--- src/rtl/morse_pkg.sv ---
// rtl/morse_pkg.sv - shared Morse code constants, FSM state type and unit lengths
//
// Purpose: character-code space shared with the Morse receiver, transmitter
// FSM states, element/gap lengths in Morse units, and a pattern alignment helper.
package morse_pkg;

  // Character codes, same code space as the receiver display buffer
  localparam logic [4:0] CH_A = 5'd0,  CH_B = 5'd1,  CH_C = 5'd2,  CH_D = 5'd3;
  localparam logic [4:0] CH_E = 5'd4,  CH_F = 5'd5,  CH_G = 5'd6,  CH_H = 5'd7;
  localparam logic [4:0] CH_I = 5'd8,  CH_J = 5'd9,  CH_K = 5'd10, CH_L = 5'd11;
  localparam logic [4:0] CH_M = 5'd12, CH_N = 5'd13, CH_O = 5'd14, CH_P = 5'd15;
  localparam logic [4:0] CH_Q = 5'd16, CH_R = 5'd17, CH_S = 5'd18, CH_T = 5'd19;
  localparam logic [4:0] CH_U = 5'd20, CH_V = 5'd21, CH_W = 5'd22, CH_X = 5'd23;
  localparam logic [4:0] CH_Y = 5'd24, CH_Z = 5'd25, CH_SPACE = 5'd31;

  typedef enum logic [2:0] {
    ST_IDLE,
    ST_MARK,
    ST_ELEM_GAP,
    ST_CHAR_GAP,
    ST_WORD_GAP
  } morse_state_e;

  // Phase lengths in Morse units
  localparam logic [2:0] DOT_U      = 3'd1;
  localparam logic [2:0] DASH_U     = 3'd3;
  localparam logic [2:0] ELEM_GAP_U = 3'd1;
  localparam logic [2:0] CHAR_GAP_U = 3'd3;
  localparam logic [2:0] WORD_GAP_U = 3'd7;

  // Move the first-sent element (pattern[len-1]) up to bit 3 so the FSM
  // always reads the current element from the MSB of its shift register.
  function automatic logic [3:0] align_msb(input logic [3:0] pattern, input logic [2:0] len);
    return pattern << (3'd4 - len);
  endfunction

endpackage

--- src/rtl/morse_tx_encoder_if.sv ---
// rtl/morse_tx_encoder_if.sv - character handshake between message source and Morse transmitter
//
// Signals: iChar (5-bit character code), iValid (code valid), oReady (transmitter idle and enabled).
// master = message source, slave = transmitter.
interface morse_tx_encoder_if;
  logic [4:0] iChar;
  logic       iValid;
  logic       oReady;

  modport master (output iChar, output iValid, input oReady);
  modport slave  (input iChar, input iValid, output oReady);
endinterface

--- src/rtl/morse_code_rom.sv ---
// rtl/morse_code_rom.sv - combinational character code to Morse element pattern table
//
// Ports: iChar (5-bit code) -> oLen (element count 1..4, 0 for space/illegal),
// oPattern (bit 1 = dash, pattern[len-1] sent first), oIllegal (codes 26..30).
module morse_code_rom
  import morse_pkg::*;
(
  input  logic [4:0] iChar,
  output logic [2:0] oLen,
  output logic [3:0] oPattern,
  output logic       oIllegal
);

  always_comb begin
    oLen     = 3'd0;
    oPattern = 4'b0000;
    oIllegal = 1'b0;
    case (iChar)
      CH_A: {oLen, oPattern} = {3'd2, 4'b0001};
      CH_B: {oLen, oPattern} = {3'd4, 4'b1000};
      CH_C: {oLen, oPattern} = {3'd4, 4'b1010};
      CH_D: {oLen, oPattern} = {3'd3, 4'b0100};
      CH_E: {oLen, oPattern} = {3'd1, 4'b0000};
      CH_F: {oLen, oPattern} = {3'd4, 4'b0010};
      CH_G: {oLen, oPattern} = {3'd3, 4'b0110};
      CH_H: {oLen, oPattern} = {3'd4, 4'b0000};
      CH_I: {oLen, oPattern} = {3'd2, 4'b0000};
      CH_J: {oLen, oPattern} = {3'd4, 4'b0111};
      CH_K: {oLen, oPattern} = {3'd3, 4'b0101};
      CH_L: {oLen, oPattern} = {3'd4, 4'b0100};
      CH_M: {oLen, oPattern} = {3'd2, 4'b0011};
      CH_N: {oLen, oPattern} = {3'd2, 4'b0010};
      CH_O: {oLen, oPattern} = {3'd3, 4'b0111};
      CH_P: {oLen, oPattern} = {3'd4, 4'b0110};
      CH_Q: {oLen, oPattern} = {3'd4, 4'b1101};
      CH_R: {oLen, oPattern} = {3'd3, 4'b0010};
      CH_S: {oLen, oPattern} = {3'd3, 4'b0000};
      CH_T: {oLen, oPattern} = {3'd1, 4'b0001};
      CH_U: {oLen, oPattern} = {3'd3, 4'b0001};
      CH_V: {oLen, oPattern} = {3'd4, 4'b0001};
      CH_W: {oLen, oPattern} = {3'd3, 4'b0011};
      CH_X: {oLen, oPattern} = {3'd4, 4'b1001};
      CH_Y: {oLen, oPattern} = {3'd4, 4'b1011};
      CH_Z: {oLen, oPattern} = {3'd4, 4'b1100};
      CH_SPACE: {oLen, oPattern} = {3'd0, 4'b0000};
      default: oIllegal = 1'b1;
    endcase
  end

endmodule

--- src/rtl/morse_tx_encoder.sv ---
// rtl/morse_tx_encoder.sv - Morse transmitter driving the buzzer with standard unit timing
//
// Ports: iCLK, iRST_n (sync, active low), iEnable (low aborts), char_if (slave handshake:
// iChar/iValid/oReady), oBuzzer (tone on), oBusy (character or gap in progress),
// oErr (one-cycle pulse when an illegal code is accepted and dropped).
module morse_tx_encoder #(
  parameter int UNIT_CYCLES = 3000000,
  parameter int CNT_W       = 22
) (
  input  logic              iCLK,
  input  logic              iRST_n,
  input  logic              iEnable,
  morse_tx_encoder_if.slave char_if,
  output logic              oBuzzer,
  output logic              oBusy,
  output logic              oErr
);
  import morse_pkg::*;

  localparam logic [CNT_W-1:0] UNIT_LOAD = CNT_W'(UNIT_CYCLES - 1);

  morse_state_e     state, state_nxt;
  logic [CNT_W-1:0] cnt;          // cycles left in the current unit
  logic [2:0]       units;        // units left in the current phase after this one
  logic [2:0]       load_units;
  logic             load;
  logic [3:0]       sh;           // remaining elements, current one at bit 3
  logic [1:0]       rem;          // elements left after the current one
  logic             err_q;
  logic             accept;
  logic             phase_done;

  logic [2:0] rom_len;
  logic [3:0] rom_pat;
  logic       rom_ill;
  logic [3:0] rom_aligned;

  morse_code_rom u_rom (
    .iChar    (char_if.iChar),
    .oLen     (rom_len),
    .oPattern (rom_pat),
    .oIllegal (rom_ill)
  );

  assign rom_aligned = align_msb(rom_pat, rom_len);
  assign accept      = char_if.iValid && char_if.oReady;
  assign phase_done  = (cnt == '0) && (units == 3'd0);

  // State register
  always_ff @(posedge iCLK) begin
    if (!iRST_n) state <= ST_IDLE;
    else         state <= state_nxt;
  end

  // Next-state logic; also selects the length of the phase being entered
  always_comb begin
    state_nxt  = state;
    load       = 1'b0;
    load_units = 3'd0;
    case (state)
      ST_IDLE: begin
        if (accept && !rom_ill) begin
          load = 1'b1;
          if (rom_len == 3'd0) begin
            state_nxt  = ST_WORD_GAP;
            load_units = WORD_GAP_U - 3'd1;
          end else begin
            state_nxt  = ST_MARK;
            load_units = rom_aligned[3] ? DASH_U - 3'd1 : DOT_U - 3'd1;
          end
        end
      end
      ST_MARK: begin
        if (phase_done) begin
          load = 1'b1;
          if (rem == 2'd0) begin
            state_nxt  = ST_CHAR_GAP;
            load_units = CHAR_GAP_U - 3'd1;
          end else begin
            state_nxt  = ST_ELEM_GAP;
            load_units = ELEM_GAP_U - 3'd1;
          end
        end
      end
      ST_ELEM_GAP: begin
        if (phase_done) begin
          load       = 1'b1;
          state_nxt  = ST_MARK;
          // sh[2] is the element that becomes current after the shift
          load_units = sh[2] ? DASH_U - 3'd1 : DOT_U - 3'd1;
        end
      end
      ST_CHAR_GAP, ST_WORD_GAP: begin
        if (phase_done) state_nxt = ST_IDLE;
      end
      default: state_nxt = ST_IDLE;
    endcase
    // Dropping the enable abandons the character without flagging an error
    if (!iEnable && state != ST_IDLE) begin
      state_nxt = ST_IDLE;
      load      = 1'b0;
    end
  end

  // Unit timing, element shift register and error pulse
  always_ff @(posedge iCLK) begin
    if (!iRST_n) begin
      cnt   <= '0;
      units <= 3'd0;
      sh    <= 4'b0000;
      rem   <= 2'd0;
      err_q <= 1'b0;
    end else begin
      err_q <= accept && rom_ill;
      if (state_nxt == ST_IDLE) begin
        cnt   <= '0;
        units <= 3'd0;
      end else if (load) begin
        cnt   <= UNIT_LOAD;
        units <= load_units;
      end else if (cnt == '0) begin
        cnt   <= UNIT_LOAD;
        units <= units - 3'd1;
      end else begin
        cnt <= cnt - CNT_W'(1);
      end
      if (accept) begin
        sh  <= rom_aligned;
        rem <= rom_len[1:0] - 2'd1;
      end else if (state == ST_ELEM_GAP && state_nxt == ST_MARK) begin
        sh  <= {sh[2:0], 1'b0};
        rem <= rem - 2'd1;
      end
    end
  end

  // Outputs
  always_comb begin
    char_if.oReady = (state == ST_IDLE) && iEnable && iRST_n;
    oBuzzer        = (state == ST_MARK);
    oBusy          = (state != ST_IDLE);
    oErr           = err_q;
  end

endmodule

--- src/flat_wrapper.sv ---
// flat-port wrapper written by rule: the top's interface ports become plain ports
module morse_tx_encoder_flat import morse_pkg::*;
#(
  parameter int UNIT_CYCLES = 3000000,
  parameter int CNT_W       = 22
)
  (iCLK, iRST_n, iEnable, oBuzzer, oBusy, oErr, char_if_iChar, char_if_iValid, char_if_oReady);
  morse_tx_encoder_if char_if_i ();
  input  logic iCLK;
  input  logic iRST_n;
  input  logic iEnable;
  output logic oBuzzer;
  output logic oBusy;
  output logic oErr;
  input wire logic [$bits(char_if_i.iChar)-1:0] char_if_iChar;
  input wire logic [$bits(char_if_i.iValid)-1:0] char_if_iValid;
  output wire logic [$bits(char_if_i.oReady)-1:0] char_if_oReady;
  assign char_if_i.iChar = char_if_iChar;
  assign char_if_i.iValid = char_if_iValid;
  assign char_if_oReady = char_if_i.oReady;
  morse_tx_encoder #(.UNIT_CYCLES(UNIT_CYCLES), .CNT_W(CNT_W)) u_core (.iCLK(iCLK), .iRST_n(iRST_n), .iEnable(iEnable), .char_if(char_if_i), .oBuzzer(oBuzzer), .oBusy(oBusy), .oErr(oErr));
endmodule
--- config.mk ---
export PLATFORM = sky130hd
export DESIGN_NAME = morse_tx_encoder_flat
export DESIGN_NICKNAME = d
export VERILOG_FILES = /design/src/rtl/morse_pkg.sv /design/src/rtl/morse_tx_encoder_if.sv /design/src/rtl/morse_code_rom.sv /design/src/rtl/morse_tx_encoder.sv /design/src/flat_wrapper.sv
export SDC_FILE = /design/constraint.sdc
export NUM_CORES = 1
export LEC_CHECK = 0
export ABC_CLOCK_PERIOD_IN_PS = 9000
export CORE_UTILIZATION = 60
export DETAILED_ROUTE_END_ITERATION = 10
export GPL_TIMING_DRIVEN = 0
export PLACE_DENSITY = 0.8
export SKIP_CTS_REPAIR_TIMING = 1
export SLEW_MARGIN = 40
export SYNTH_ARGS = -nofsm -noshare
export SYNTH_HDL_FRONTEND = slang
export SYNTH_HIERARCHICAL = 1
export SYNTH_SLANG_ARGS = --single-unit
--- constraint.sdc ---
create_clock -name iCLK -period 9 [get_ports iCLK]
set_input_delay 1.8 -clock iCLK [delete_from_list [all_inputs] [get_ports iCLK]]
set_output_delay 1.8 -clock iCLK [all_outputs]
set_load 0.02 [all_outputs]
==> impl_metrics.json, run 1 <==
{
  "grt_pass1_wl_um": 8914,
  "overflow": 0,
  "vias": 2114,
  "max_stage_delay_ns": 0.62,
  "cts_sinks": 34,
  "first_pass_iters": 5,
  "first_global_vias": 1916,
  "clk_pin_slew_ns": 0.07,
  "die_height_um": 64.58,
  "path_cells": "clkdlybuf4s50_1, nor4b_1, and2_1, clkdlybuf4s50_1",
  "setup-tns-final_ns": 0,
  "drt-initial-drc-count": 120,
  "leakage_uw": 0.001064,
  "fin_crit_ns": 5.225,
  "critical_path_class": "input port to primary output",
  "synthDistinctLibCells": 61,
  "critPathMaxFanout": 3,
  "cp-start-kind": "input port",
  "ys_ff_latch": 34,
  "area_delta_synth_final_pct": 14.00,
  "rr_worst_depth": 7,
  "r2r-start": "u_core/cnt[17]$_SDFF_PP0_",
  "grt_max_degree": 12,
  "fin_cells": 352,
  "min_to": "u_core/cnt[0]$_SDFF_PP0_",
  "setup_viol": 0,
  "clock-skew-final_ns": 0.009885,
  "min_period_over_period": 0.5806,
  "status": "complete, no violations",
  "seq_area_frac_synth": 0.2897,
  "worstHoldStart": "u_core/cnt[0]$_SDFF_PP0_",
  "hold_viol_final": 0,
  "dp_hpwl_um": 3673,
  "die_area_um2": 4171,
  "antennaDiodeCount": 0,
  "cts_tree": "done",
  "power.density_nw_per_um2": 254.0,
  "max_freq_ghz": 0.1914,
  "hold_class": "flip-flop to flip-flop",
  "htreeDepth": 2,
  "netlist_instances": 284,
  "syn_avg_cell_area_um2": 8.274,
  "insertion_delay_ns": 0.30,
  "cts_made_buffers": 5,
  "port_buffers": 12,
  "rsz0062_at_grt": "false",
  "routabilityCongestion": 0.9201,
  "synth_top_area_share": 0.2897,
  "fp.coreArea_um2": 3716,
  "arrival_ns": 3.43,
  "crit_slowest_cell": "clkdlybuf4s50_1",
  "post-route-worst-setup-slack_ns": 3.775,
  "maxSlewViolCount": 0,
  "maxSlewHeadroom": 0.5935,
  "async_flop_share": 0,
  "drive_gt1_frac": 0.1414,
  "finalPower_uw": 680.5,
  "ios": 13,
  "yosysTopAreaCell": "dfxtp_1",
  "final_antenna_net_count": 0,
  "hold_ws_ns": 0.4598,
  "cp_common_cell": "clkdlybuf4s50_1",
  "hold_depth": 1,
  "timing.rr.end": "u_core/cnt[14]$_SDFF_PP0_",
  "dpl_worst_slack_ns": 3.778,
  "clock-root-buffer": "clkbuf_8",
  "post-route-drc-count": 0,
  "synth_ff_type": "dfxtp_1",
  "crit_start": "iEnable",
  "required_ns": 7.20,
  "die_w_um": 64.58,
  "ys_top_cells_by_area": "dfxtp_1 (29%), xnor2_1 (6.7%), a21oi_1 (5.3%)",
  "clk_path_buf_depth": 2,
  "yosys_warnings": 6,
  "synthTopCellsByCount": "dfxtp_1 (34), a21oi_1 (25), nor2_1 (23)",
  "initial_core_util": 0.6323,
  "synth_fp_nets": 299,
  "synth_enable_flop_cells": 0,
  "synthesis.area_um2": 2350,
  "row_count": 22,
  "rrSetupSlack_ns": 6.41,
  "wire_per_inst_um": 14.93,
  "antenna_found_initial": 0,
  "ir_drop_uv": 140.1,
  "tightest_slew_ns": 0.6084,
  "dp.cells": 344,
  "yosysMostFrequentCell": "dfxtp_1",
  "drv_cap": 0,
  "end_kind": "primary output",
  "routed_wirelength_um": 5256,
  "viasPerCell": 6.006,
  "track_usage": 0.2768,
  "final_nets": 318
}
==> worst max-delay path, delay by kind of cell <==
family	cells	cell delay (ns)
buffers and inverters	2	1.12
AND/OR/NAND/NOR	2	0.50
==> metrics by stage <==
step                      utilization  area, um^2
after floorplan                     -        2350
after global placement         0.6808        2530
after detailed placement       0.6808        2530
after CTS                      0.7192        2673
after global routing           0.7209        2679
final                          0.7209        2679
==> kinds of logic after synthesis <==
family	Yosys count	synth area share
mux	10	0.04526
compound gates	66	0.1869
xor+xnor	24	0.08946
flops	34	0.2897
buf+inv	30	0.07135
simple gates	114	0.2854
fa+ha+maj	6	0.03195
==> layer usage <==
layer	global-route usage	wire length, um	vias up
met2	0.4382	2467	57
met4	0.1167	85	0
met3	0.05634	214	8
li1	-	-	1057
met1	0.3636	2489	992
met5	0	0	-
==> how the worst max path moves through the flow <==
stage	endpoint	slack [ns]	cells past startpoint
finish	char_if_oReady	3.77	4
global route	char_if_oReady	3.65	4
CTS	char_if_oReady	3.76	4
detailed placement	char_if_oReady	3.78	4
global placement	char_if_oReady	3.75	4
floorplan	char_if_oReady	4.87	2
==> final cells by class <==
class / count / area (um^2)
buffer: 16 / 115.1
timing repair buffer: 12 / 120.1
multi-input combinational: 220 / 1508
tap: 48 / 60.06
clock inverter: 2 / 60.06
inverter: 14 / 52.55
clock buffer: 6 / 82.58
sequential: 34 / 680.7
fill: 292 / 1037
==> power by group <==
group | switching (uW) | total, uW | internal (uW)
sequential | 15.0 | 181 | 166
clock | 59.0 | 177 | 118
combinational | 187 | 323 | 136
==> placed cells by master, fill, tap and decap left out, types with 3 or more instances in the layout <==
master	count
a21o_1	3
a21oi_1	25
a31oi_1	3
and3_1	3
buf_2	5
buf_6	5
clkbuf_1	3
clkbuf_8	6
clkdlybuf4s50_1	12
dfxtp_1	34
ha_1	6
inv_1	13
mux2i_1	8
nand2_1	22
nand2b_1	7
nand3_1	5
nor2_1	23
nor2b_1	6
nor3_1	15
nor3_2	3
nor4_1	6
o21ai_0	7
o22ai_1	4
o31ai_1	3
xnor2_1	18
xor2_1	6
==> registers in the layout (all words and copies together), names as in the netlist <==
| register | cells |
|---|---|
| u_core/rem | 2 |
| u_core/oErr | 1 |
| u_core/state | 3 |
| u_core/sh | 3 |
| u_core/cnt | 22 |
| u_core/units | 3 |
No activity file was read; power rests on OpenSTA's default activity.
==> inputs of run 2 (changes only) <==
--- a/config.mk
+++ b/config.mk
@@ -5,7 +5,7 @@
 export SDC_FILE = /design/constraint.sdc
 export NUM_CORES = 1
 export LEC_CHECK = 0
-export ABC_CLOCK_PERIOD_IN_PS = 9000
+export ABC_CLOCK_PERIOD_IN_PS = 5000
 export CORE_UTILIZATION = 60
 export DETAILED_ROUTE_END_ITERATION = 10
 export GPL_TIMING_DRIVEN = 0
==> constraint.sdc (replaced) <==
create_clock -name iCLK -period 5 [get_ports iCLK]
set_input_delay 1 -clock iCLK [delete_from_list [all_inputs] [get_ports iCLK]]
set_output_delay 1 -clock iCLK [all_outputs]
set_load 0.02 [all_outputs]
==> results of run 2 <==
Same layout as run 1 (identical final DEF). Status: complete, no violations.
Among the figures that moved: setup slack after placement 3.778 ns -> 0.7433 ns; setup slack after layout 3.775 ns -> 1.048 ns; start point of the critical path iEnable -> char_if_iChar[4]; end point of the critical path char_if_oReady -> u_core/cnt[14]$_SDFF_PP0_; register-to-register setup slack 6.41 ns -> 2.41 ns; total power 680.5 uW -> 1225 uW; worst IR drop on VDD 140.1 uV -> 252.2 uV
